File: src/rtl/ifetch_queue_pkg.sv
// ============================================================================
// ifetch_queue_pkg : shared types for the instruction-fetch queue
// Rev 1.0
// ============================================================================
`default_nettype none

package ifetch_queue_pkg;

    typedef logic [31:0] rv32i_word;

    typedef struct packed {
        rv32i_word pc;
        rv32i_word instr;
    } ifq_entry_t;

    localparam rv32i_word ifq_nop = 32'h00000013;

    typedef enum logic [1:0] {
        IDLE    = 2'd0,
        REQ     = 2'd1,
        DISCARD = 2'd2
    } ifq_state_t;

    function automatic rv32i_word sat_inc(input rv32i_word v);
        return (v == 32'hFFFF_FFFF) ? v : v + 32'd1;
    endfunction

endpackage

`default_nettype wire

File: src/rtl/ifetch_queue_fifo.sv
// ============================================================================
// ifq_fifo : {pc, instr} buffer with clear; full push+pop allowed together
// Rev 1.0
// ============================================================================
`default_nettype none

module ifq_fifo
    import ifetch_queue_pkg::*;
#(
    parameter int DEPTH = 4
) (
    input  logic                     clk,
    input  logic                     rst,
    input  logic                     push,
    input  logic                     pop,
    input  logic                     clear,
    input  ifq_entry_t               data_in,
    output ifq_entry_t               data_out,
    output logic                     full,
    output logic                     empty,
    output logic [$clog2(DEPTH):0]   count
);

    localparam int AW = $clog2(DEPTH);
    localparam logic [AW:0] C_FULL = (AW+1)'(DEPTH);

    ifq_entry_t    r_mem [DEPTH];
    logic [AW-1:0] r_wr_ptr;
    logic [AW-1:0] r_rd_ptr;
    logic [AW:0]   r_count;
    logic          w_push;
    logic          w_pop;

    assign full     = (r_count == C_FULL);
    assign empty    = (r_count == '0);
    assign count    = r_count;
    assign data_out = r_mem[r_rd_ptr];

    assign w_pop  = pop & ~empty;
    // A full FIFO still accepts a push when the head leaves in the same cycle.
    assign w_push = push & (~full | w_pop);

    always_ff @(posedge clk or posedge rst) begin
        if (rst) begin
            r_wr_ptr <= '0;
            r_rd_ptr <= '0;
            r_count  <= '0;
            for (int i = 0; i < DEPTH; i++) begin
                r_mem[i] <= '0;
            end
        end else if (clear) begin
            r_wr_ptr <= '0;
            r_rd_ptr <= '0;
            r_count  <= '0;
        end else begin
            if (w_push) begin
                r_mem[r_wr_ptr] <= data_in;
                r_wr_ptr        <= r_wr_ptr + AW'(1);
            end
            if (w_pop) begin
                r_rd_ptr <= r_rd_ptr + AW'(1);
            end
            r_count <= r_count + (AW+1)'(w_push) - (AW+1)'(w_pop);
        end
    end

endmodule

`default_nettype wire

File: src/rtl/ifetch_queue.sv
// ============================================================================
// ifetch_queue : fetch PC owner, single-outstanding imem reader, decode FIFO
// Optional counters: define IFETCH_QUEUE_STATS_EN.   Rev 1.0
// ============================================================================
`default_nettype none

module ifetch_queue
    import ifetch_queue_pkg::*;
#(
    parameter int          DEPTH    = 4,
    parameter logic [31:0] RESET_PC = 32'h0000_0060
) (
    input  logic        clk,
    input  logic        rst,
    output logic        imem_read,
    output logic [31:0] imem_address,
    input  logic        imem_resp,
    input  logic [31:0] imem_rdata,
    input  logic        flush,
    input  logic [31:0] flush_pc,
    output logic        out_valid,
    input  logic        out_ready,
    output logic [31:0] out_pc,
    output logic [31:0] out_instr
`ifdef IFETCH_QUEUE_STATS_EN
    ,
    output logic [31:0] stat_fetches,
    output logic [31:0] stat_flushes,
    output logic [31:0] stat_discards
`endif
);

    localparam int AW = $clog2(DEPTH);
    localparam logic [AW:0] C_FULL = (AW+1)'(DEPTH);

    ifq_state_t  r_state, w_state_n;
    rv32i_word   r_fetch_pc, w_fetch_pc_n;
    rv32i_word   r_addr, w_addr_n;
    rv32i_word   w_flush_pc;
    logic        w_push, w_drop, w_pop;
    logic        w_full, w_empty;
    logic [AW:0] w_count, w_post_cnt;
    ifq_entry_t  w_head;

    assign w_flush_pc = flush_pc & ~32'h3;
    assign w_pop      = out_valid & out_ready & ~flush;
    assign w_post_cnt = w_count + (AW+1)'(1) - (AW+1)'(w_pop);

    assign imem_read    = (r_state != IDLE) & ~rst;
    assign imem_address = r_addr;
    assign out_valid    = ~w_empty;
    assign out_pc       = w_head.pc;
    assign out_instr    = w_head.instr;

    always_ff @(posedge clk or posedge rst) begin
        if (rst) begin
            r_state    <= IDLE;
            r_fetch_pc <= RESET_PC;
            r_addr     <= RESET_PC;
        end else begin
            r_state    <= w_state_n;
            r_fetch_pc <= w_fetch_pc_n;
            r_addr     <= w_addr_n;
        end
    end

    // r_addr tracks r_fetch_pc except while a flushed request is still outstanding.
    always_comb begin
        w_state_n    = r_state;
        w_fetch_pc_n = r_fetch_pc;
        w_addr_n     = r_addr;
        w_push       = 1'b0;
        w_drop       = 1'b0;
        case (r_state)
            IDLE: begin
                if (flush) begin
                    w_fetch_pc_n = w_flush_pc;
                    w_addr_n     = w_flush_pc;
                end else if (!w_full) begin
                    w_state_n = REQ;
                end
            end
            REQ: begin
                if (flush) begin
                    w_fetch_pc_n = w_flush_pc;
                    if (imem_resp) begin
                        w_drop   = 1'b1;
                        w_addr_n = w_flush_pc;
                    end else begin
                        w_state_n = DISCARD;
                    end
                end else if (imem_resp) begin
                    w_push       = 1'b1;
                    w_fetch_pc_n = r_fetch_pc + 32'd4;
                    w_addr_n     = r_fetch_pc + 32'd4;
                    w_state_n    = (w_post_cnt < C_FULL) ? REQ : IDLE;
                end
            end
            DISCARD: begin
                if (flush) begin
                    w_fetch_pc_n = w_flush_pc;
                end
                if (imem_resp) begin
                    w_drop    = 1'b1;
                    w_addr_n  = flush ? w_flush_pc : r_fetch_pc;
                    w_state_n = REQ;
                end
            end
            default: begin
                w_state_n = IDLE;
            end
        endcase
    end

    ifq_fifo #(
        .DEPTH (DEPTH)
    ) u_fifo (
        .clk      (clk),
        .rst      (rst),
        .push     (w_push),
        .pop      (w_pop),
        .clear    (flush),
        .data_in  ('{pc: r_fetch_pc, instr: imem_rdata}),
        .data_out (w_head),
        .full     (w_full),
        .empty    (w_empty),
        .count    (w_count)
    );

`ifdef IFETCH_QUEUE_STATS_EN
    always_ff @(posedge clk or posedge rst) begin
        if (rst) begin
            stat_fetches  <= '0;
            stat_flushes  <= '0;
            stat_discards <= '0;
        end else begin
            if (w_push) stat_fetches  <= sat_inc(stat_fetches);
            if (flush)  stat_flushes  <= sat_inc(stat_flushes);
            if (w_drop) stat_discards <= sat_inc(stat_discards);
        end
    end
`endif

endmodule

`default_nettype wire

File: config.mk
export PLATFORM = sky130hd
export DESIGN_NAME = ifetch_queue
export DESIGN_NICKNAME = d
export VERILOG_FILES = /design/src/rtl/ifetch_queue_pkg.sv /design/src/rtl/ifetch_queue_fifo.sv /design/src/rtl/ifetch_queue.sv
export SDC_FILE = /design/constraint.sdc
export NUM_CORES = 1
export LEC_CHECK = 0
export BUFFER_PORTS_ARGS = -buffer_cell sky130_fd_sc_hd__buf_4
export CAP_MARGIN = 0
export CORE_MARGIN = 3
export CORE_UTILIZATION = 40
export CTS_CLUSTER_SIZE = 20
export DETAILED_ROUTE_END_ITERATION = 6
export GPL_TIMING_DRIVEN = 0
export PLACE_DENSITY = 0.55
export RECOVER_POWER = 100
export SKIP_CTS_REPAIR_TIMING = 1
export SLEW_MARGIN = 40
export SYNTH_ARGS = -nofsm -noshare
export SYNTH_HDL_FRONTEND = slang
export SYNTH_SLANG_ARGS = --single-unit
export TNS_END_PERCENT = 5
File: constraint.sdc
create_clock -name clk -period 10.85 [get_ports clk]
set_input_delay 0 -clock clk [delete_from_list [all_inputs] [get_ports clk]]
set_output_delay 0 -clock clk [all_outputs]
set_load 0.02 [all_outputs]
==> results.toml, run 1 <==
[floorplanning]
rows = 73
ios = 167
die_h_microns = 207.9
start_util_pct = 40.78
die_area_sq_um = 43240
die_w_microns = 207.9
core_sq_um = 40010

[critical_path]
worstReg2RegStart = "r_state[1]"
crit_required_ns = 10.52
cp_max_fo = 76
crit_start = "rst"
setup.worst_path.end_class = "asynchronous set/reset pin"
worst_setup_path_start_kind = "input pin"
rrSetupSlack_ns = 6.72
critPathKind = "in -> async"
reg2reg_to = "u_fifo.r_mem[174]"
worstPathArrival_ns = 5.34
reg2reg_depth = 9

[synth]
yosys.area.top_type = "dfrtp_1"
synth_commonest_cells = "dfrtp_1, mux2_2, o21ai_0"
yosysMostFrequentCell = "dfrtp_1"
synthFlopType = "dfrtp_1"
yosysUniqueCellTypes = 71
ys_seq_area_share_pct = 50.50
async_flop_share_pct = 100.0
syn_avg_cell_area_sq_um = 12.72
syn_inst = 1282
synth-seq-cells = 329
synth_edf_count = 0
synth_area_leaders = "dfrtp_1, mux2_2, mux4_2"
yosysWarnings = 0
synth_top_cell_area_share_pct = 49.85
netlist_area_sq_um = 16310
synth.net_count = 1363

[finish]
layout.nets = 1637
multi_input_area_sq_um = 7325
fillerInstances = 3677
drive_gt1_share_pct = 30.83
antenna_cells = 0
finish.utilization_pct = 49.16
regArea_sq_um = 8238
flow.area_growth_from_synthesis_pct = 20.56

[clock_tree]
clk_pin_slew_worst_paths_ns = 0.05
clock_path_buffers = 3
cts_buffers = 39
cts.sink_count = 329
cts_tree = "yes"
clk_root_buffer_cell = "clkbuf_16"
cts_htree_levels = 2
clock_latency_ns = 0.54

[global_routing]
grt_remaining_overflow = 0
grt_antenna_before_repair = 0
grt_pass1_wl_microns = 74610
grt_max_degree = 78
groute.usage.overall_pct = 22.23
grt_pass1_vias = 11920

[pwr]
p_leak_nw = 8.580
p_int_w = 0.003315
p_sw_share_pct = 38.99
peakVddDrop_uv = 162.9
combPwrFrac_pct = 41.7
switching_power_w = 0.002119
p_seq_share_pct = 34.1
clkPwrFrac_pct = 24.3
p_per_area_nw_per_um2 = 276.3

[route]
wl_met1_microns = 21690
vias = 12040
drc = 0
routed-wl-met2_microns = 22390
wl_met3_microns = 3687
dr.pass1.iters = 6
drt_iter0_drc = 987
top_layer = "met4"
final_antenna_net_count = 0
totalWireLength_microns = 49130
wl_per_cell_microns = 23.30
vias_per_cell = 5.713

[min_path]
worstHoldStart = "flush_pc[21]"
hp-class = "in -> reg"
holdPathEnd = "r_fetch_pc[21]"
hold_depth = 4

[job]
cap_violations = 4

[sta]
finClkSkew_ns = 0.01416
fin_crit_ns = 5.671
fmaxAchievable_mhz = 176.3
post-route-period-util_pct = 52.27
hold_slack_ns = 0.03006
slew_headroom_pct = -176.9
final-max-slew-violation-count = 274
rsz0062_at_grt = "no"
setup_viol = 0
hold_viol_final = 0
tightest_slew_ns = 4.154

[run_status]
outcome = "complete, but fails checks"
violations = "capacitance limit, slew limit"

[place]
numPortBuffers = 164
hpwl_microns = 33890
gp_congestion = 0.9451
[critical path: stages]
cell and delay, ns:
dlygate4sd3_1 0.53, clkbuf_1 0.11, clkinvlp_2 1.58, clkbuf_1 3.01
[how the worst max path moves through the flow]
stage / endpoint / slack (ns) / depth (start not counted)
floorplan: imem_address[0] / 1.75 / 1
global placement: u_fifo.r_mem[113] / -2.16 / 2
detailed placement: imem_address[11] / 7.59 / 9
CTS: imem_address[19] / 7.55 / 9
global route: r_fetch_pc[24] / 3.89 / 4
finish: u_fifo.r_mem[243] / 5.18 / 4
[layout by cell type (no fill, tap or decap), drive strengths merged, types with 7 or more instances in the layout]
cell / count
nand4: 10
dfrtp: 325
and3: 7
ha: 11
nor2: 55
a31oi: 12
nor3: 23
inv: 29
nand2b: 8
mux4: 64
dlygate4sd3: 65
a221oi: 13
o21ai: 79
nand3: 19
mux2: 260
nor4: 17
o22ai: 12
a22oi: 7
a21oi: 43
buf: 89
or3: 11
xnor2: 13
clkbuf: 251
a32oi: 10
nand2: 53
[final cells by class]
type                       instances  share of cell area (%)
sequential                       329                   41.89
multi-input combinational        811                   37.24
timing repair buffer             233                   8.048
clock buffer                      61                   6.254
tap                              525                   3.340
buffer                           111                   2.239
inverter                          31                  0.5980
clock inverter                     7                  0.3944
[power by group through the flow]
stage               clock, W  sequential (W)  combinational [W]
detailed placement         0         0.00187            0.00242
global placement           0         0.00186            0.00239
CTS                  0.00135         0.00185            0.00243
floorplan                  0         0.00186            0.00150
global route         0.00140         0.00190            0.00243
finish               0.00132         0.00185            0.00227
[logic make-up after synthesis]
| logic type | Yosys count | share of synthesized area, % |
|---|---|---|
| AOI/OAI and AO/OA | 231 | 9.150 |
| xor gates and xnor gates | 17 | 0.9127 |
| adders and majority gates | 12 | 0.9664 |
| buffers and inverters | 142 | 4.571 |
| DFF | 329 | 50.50 |
| muxes | 330 | 27.15 |
| and+or+nand+nor | 221 | 6.750 |
[metal layers]
metal  vias up  global-route usage (%)
met5         -                       0
met2       502                   34.25
met3        89                   4.599
met1      6127                   32.01
met4         0                   6.464
li1       5325                       -
[metrics by stage]
step           std cells  worst slack [ns]  area (sq um)  TNS [ns]  total power (W)
4_1_cts             2043             7.554         19640         0         0.005631
5_1_grt             2108             3.895         19670         0         0.005723
6_report            2108             5.179         19670         0         0.005434
3_3_place_gp        1971            -2.160         18200   -692.04         0.004255
2_1_floorplan       1282             1.745         16310         0         0.003357
3_5_place_dp        1975             7.590         18330         0         0.004288
[registers in the layout, summed over array words and instances, names as in the netlist]
name and flops:
u_fifo.count 3, r_state 2, r_fetch_pc 32, u_fifo.r_rd_ptr 2, u_fifo.r_mem 256, u_fifo.r_wr_ptr 2
imem_address 32
(Power assumes the default switching activity.)
==> run 2: changes to the inputs <==
Settings changed: ABC_AREA set to 1.
Clock period 10.85 ns to 5.64 ns, I/O delays scaled along.
==> results.toml, run 2 <==
[sta]
fmaxAchievable_mhz = 275.7
setup_viol = 0
tightest_slew_ns = 1.450
rsz0062_at_grt = "no"
slew_headroom_pct = 3.355
fin_crit_ns = 3.628
finClkSkew_ns = 0.01097
hold_viol_final = 0
final-max-slew-violation-count = 0
tns_ns = 0
post-route-period-util_pct = 64.32

[synth]
yosysWarnings = 0
synth-seq-cells = 329
synth_edf_count = 0
synth_commonest_cells = "nand2_1, dfrtp_1, nor2_1"
ys_seq_area_share_pct = 47.59
synthFlopType = "dfrtp_1"
netlist_area_sq_um = 17310
synth_top_cell_area_share_pct = 46.99
async_flop_share_pct = 100.0
syn_inst = 2079
syn_avg_cell_area_sq_um = 8.326
synth.net_count = 2160
yosysMostFrequentCell = "nand2_1"
synth_area_leaders = "dfrtp_1, o21ai_2, nand2_1"
yosysUniqueCellTypes = 37
yosys.area.top_type = "dfrtp_1"

[critical_path]
cp_slowest_cell = "clkbuf_1"
critPathKind = "in -> async"
slowest_delay_ns = 1.13
crit_required_ns = 6.41
worst_setup_path_start_kind = "input pin"
cp_max_fo = 23
cp_common_cell = "clkbuf_1"
setup.worst_path.end_class = "asynchronous set/reset pin"
worstPathCellList = "dlygate4sd3_1 > clkbuf_1 > clkinvlp_2 > clkbuf_1 > clkbuf_1 > clkbuf_1 > buf_16 > buf_16"
worstPathArrival_ns = 4.39
crit_family = "buffers and inverters"
cp_num_buf_inv = 8

[finish]
largest_reg_flops = 256
layout_common_cells = "nand2_1, o21ai_0, dfrtp_1, nor2_1, clkbuf_1"
final_common_cell = "nand2_1"
flow.area_growth_from_synthesis_pct = 15.35
drive_gt1_share_pct = 9.015
layout.nets = 2446
largest_register = "u_fifo.r_mem"
antenna_cells = 0
final_cell_count_no_fill = 2973

[global_routing]
groute.usage.overall_pct = 24.50
grt_pass1_wl_microns = 88750
grt_pass1_vias = 15200
grt_remaining_overflow = 0
grt_max_degree = 25
grt_antenna_before_repair = 0

[route]
totalWireLength_microns = 57310
drc = 0
final_antenna_net_count = 0
wl_per_cell_microns = 19.28
vias = 15480
drt_iter0_drc = 1366
dr.pass1.iters = 6
vias_per_cell = 5.207

[pwr]
p_leak_nw = 9.269
p_seq_share_pct = 32.4
combPwrFrac_pct = 45.6
switching_power_w = 0.005179
peakVddDrop_uv = 311.4
p_sw_share_pct = 45.66
p_int_w = 0.006164
p_per_area_nw_per_um2 = 568.1
clkPwrFrac_pct = 22.0

[floorplanning]
ios = 167
die_h_microns = 214.0
start_util_pct = 40.90
rows = 75
die_w_microns = 214.0
die_area_sq_um = 45800
core_sq_um = 42320

[place]
dpl.cell_count = 2835
hpwl_microns = 40180
gp_congestion = 0.9239
numPortBuffers = 163

[run_status]
outcome = "completed"

[clock_tree]
clock_latency_ns = 0.56
cts_htree_levels = 2
cts_tree = "yes"
cts_buffers = 40
clk_root_buffer_cell = "clkbuf_16"
clock_path_buffers = 3
cts.sink_count = 329
clk_pin_slew_worst_paths_ns = 0.05

[min_path]
hp-class = "in -> async"

[job]
cap_violations = 0
==> run 2: cell count changes in the layout (fill, tap and decap cells not counted), sizes merged, moves of 64 or more <==
cell | before | now
inv | 29 | 100
mux2 | 260 | 0
mux4 | 64 | 0
nand2 | 53 | 537
nor2 | 55 | 286
o21ai | 79 | 456
==> run 2: power by group through the flow <==
stage | clock network [W] | registers, W | logic, W
finish | 0.00250 | 0.00368 | 0.00517
CTS | 0.00256 | 0.00367 | 0.00595
floorplan | 0 | 0.00372 | 0.00373
detailed placement | 0 | 0.00370 | 0.00593
global route | 0.00265 | 0.00378 | 0.00577
global placement | 0 | 0.00369 | 0.00585
==> run 2: stage by stage <==
| stage | utilization (%) | setup WS [ns] | power, W | cell area, sq um | hold WS, ns |
|---|---|---|---|---|---|
| global placement | 45.50 | -1.022 | 0.009543 | 19260 | 0.2714 |
| detailed placement | 46.42 | 3.247 | 0.009631 | 19650 | 0.02689 |
| floorplan | - | 1.251 | 0.007450 | 17310 | 0.07494 |
| CTS | 49.39 | 2.793 | 0.01218 | 20900 | -0.5697 |
| global route | 47.18 | 1.375 | 0.01219 | 19970 | 0.05438 |
| finish | 47.18 | 2.012 | 0.01134 | 19970 | 0.04724 |
==> run 2: cell families after synthesis <==
logic type / share of synthesized area [%]
AOI/OAI and AO/OA: 23.59
xor gates and xnor gates: 0.05061
adders and majority gates: 0.9108
buffers and inverters: 7.836
DFF: 47.59
and+or+nand+nor: 20.02
==> run 2: layout make-up <==
type / instances / area (sq um)
buffer: 141 / 737.0
clock buffer: 62 / 1165
clock inverter: 11 / 90.09
fill: 4561 / 22360
inverter: 102 / 385.4
multi-input combinational: 1507 / 6890
sequential: 329 / 8238
tap: 577 / 721.9
timing repair buffer: 244 / 1738
==> run 2: worst register-to-register path, stage by stage, from the launching register on <==
cell and delay (ns):
dfrtp_1 0.38, inv_1 0.08, ha_1 0.18, clkbuf_1 0.21
clkinv_1 0.10, nor3_1 0.06, nand2_2 0.13, clkinvlp_2 0.36
nand2_1 0.23, clkbuf_1 0.64, clkbuf_1 0.58, nand2_1 0.11
o21ai_0 0.11
==> run 2: metal layers <==
metal | vias up | wire length (microns) | track usage [%]
li1 | 7427 | - | -
met1 | 7488 | 25920 | 33.53
met2 | 469 | 27020 | 40.62
met3 | 97 | 2699 | 3.599
met4 | 0 | 1666 | 7.167
met5 | - | 0 | 0
==> run 2: worst paths after layout <==
kind              cells after the start                 to  slack (ns)        startpoint
min in group clk                      6         r_state[0]        0.05             flush
setup / recovery                      8   u_fifo.r_mem[14]        2.01               rst
hold reg to reg                       2   u_fifo.r_mem[71]        0.47  u_fifo.r_mem[71]
hold / removal                        3    imem_address[1]        0.05               rst
max in group clk                     12  u_fifo.r_mem[250]        2.39        r_state[1]
setup reg to reg                     12  u_fifo.r_mem[250]        2.39        r_state[1]
==> run 3: changes to the inputs <==
Clock period 5.64 ns to 3.54 ns, I/O delays scaled along.
==> results.toml, run 3 (synthesis results as in run 2) <==
[run_status]
outcome = "completed"

[critical_path]
cp_common_cell = "clkbuf_1"
critPathKind = "reg -> reg"
worstPathArrival_ns = 3.44
crit_required_ns = 4.00
cp_max_fo = 10
worstPathCellList = "inv_1 > ha_1 > clkbuf_1 > clkinv_1 > nor3_1 > nand2_2 > clkinvlp_2 > nand2_1 > clkbuf_1 > buf_6 > o21ai_0"
cp_num_buf_inv = 6
slowest_delay_ns = 0.42
worst_setup_path_start_kind = "register"
setup.worst_path.end_class = "register"
cp_slowest_cell = "clkbuf_1"
crit_family = "buffers and inverters"

[place]
gp_congestion = 0.9239
hpwl_microns = 40180
pre_cts_ws_ns = 1.147
numPortBuffers = 163
place_area_sq_um = 19650

[route]
vias_per_cell = 5.201
final_antenna_net_count = 0
dr.pass1.iters = 6
drc = 0
drt_iter0_drc = 1344
totalWireLength_microns = 57100
vias = 15460
wl_per_cell_microns = 19.21

[clock_tree]
clk_pin_slew_worst_paths_ns = 0.05
clk_root_buffer_cell = "clkbuf_16"
cts_tree = "yes"
clock_path_buffers = 3
cts_htree_levels = 2
cts_buffers = 40
clock_latency_ns = 0.56
cts.sink_count = 329

[sta]
setup_viol = 0
slew_headroom_pct = 13.51
tightest_slew_ns = 1.297
fmaxAchievable_mhz = 335.9
post-route-period-util_pct = 84.10
final-max-slew-violation-count = 0
fin_crit_ns = 2.977
finClkSkew_ns = 0.009213
rsz0062_at_grt = "no"
hold_viol_final = 0
setup_ws_ns = 0.5630

[floorplanning]
die_w_microns = 214.0
die_area_sq_um = 45800
ios = 167
core_sq_um = 42320
start_util_pct = 40.90
rows = 75
die_h_microns = 214.0

[global_routing]
grt_pass1_wl_microns = 88750
groute.usage.overall_pct = 24.50
grt_antenna_before_repair = 0
grt_max_degree = 25
grt_remaining_overflow = 0
grt_pass1_vias = 15200

[min_path]
hp-class = "in -> async"

[pwr]
power_w = 0.01810
peakVddDrop_uv = 497.9
p_leak_nw = 9.388
p_per_area_nw_per_um2 = 897.9

[finish]
antenna_cells = 0
layout_common_cells = "nand2_1, o21ai_0, dfrtp_1, nor2_1, clkbuf_1"
largest_reg_flops = 256
flow.area_growth_from_synthesis_pct = 16.47
drive_gt1_share_pct = 10.14
fin_area_sq_um = 20160
largest_register = "u_fifo.r_mem"
layout.nets = 2446
final_common_cell = "nand2_1"

[job]
cap_violations = 0
## run 3: cell types whose count changed in the layout (fill, tap and decap cells not counted), sizes merged
| cell | delta |
|---|---|
| clkbuf | -23 |
| buf | +23 |
## run 3: power by group
part           internal, W  switching, W
logic              0.00242       0.00585
registers          0.00510      0.000758
clock network      0.00234       0.00163
## run 3: final timing paths
check,start,endpoint,slack (ns),cells after the start
worst max register to register,r_state[1],u_fifo.r_mem[194],0.56,11
min in group clk,flush,r_state[0],0.05,6
worst min register to register,u_fifo.r_mem[71],u_fifo.r_mem[71],0.47,2
worst min-delay path,rst,imem_address[1],0.05,3
max in group asynchronous,rst,u_fifo.r_mem[6],0.90,9
worst max-delay path,r_state[1],u_fifo.r_mem[194],0.56,11
## run 3: tightest hold or removal path, stage by stage
cell and delay, ns:
dlygate4sd3_1 0.53, clkbuf_1 0.12, clkinvlp_2 0.39
## run 3: layout make-up
type	instances	area (sq um)
multi-input combinational	1507	6902
clock buffer	62	1165
timing repair buffer	244	1779
tap	577	721.9
buffer	141	878.3
fill	4513	22160
clock inverter	11	90.09
sequential	329	8238
inverter	102	385.4
## run 3: per-stage QoR
| step | TNS, ns | utilization, % | hold slack, ns | instances |
|---|---|---|---|---|
| 2_1_floorplan | -276.06 | - | 0.07494 | 2079 |
| 3_3_place_gp | -1009.43 | 45.50 | 0.2714 | 2819 |
| 3_5_place_dp | 0 | 46.42 | 0.02689 | 2835 |
| 4_1_cts | 0 | 49.39 | -0.5697 | 2908 |
| 5_1_grt | 0 | 47.63 | 0.05438 | 2973 |
| 6_report | 0 | 47.63 | 0.04757 | 2973 |
## run 3: metal layers
metal	wire (microns)	global-route usage (%)	part of all wire, %
met1	25700	33.53	45
met3	2862	3.599	5.0
met5	0	0	0
met2	26950	40.62	47
met4	1593	7.167	2.8
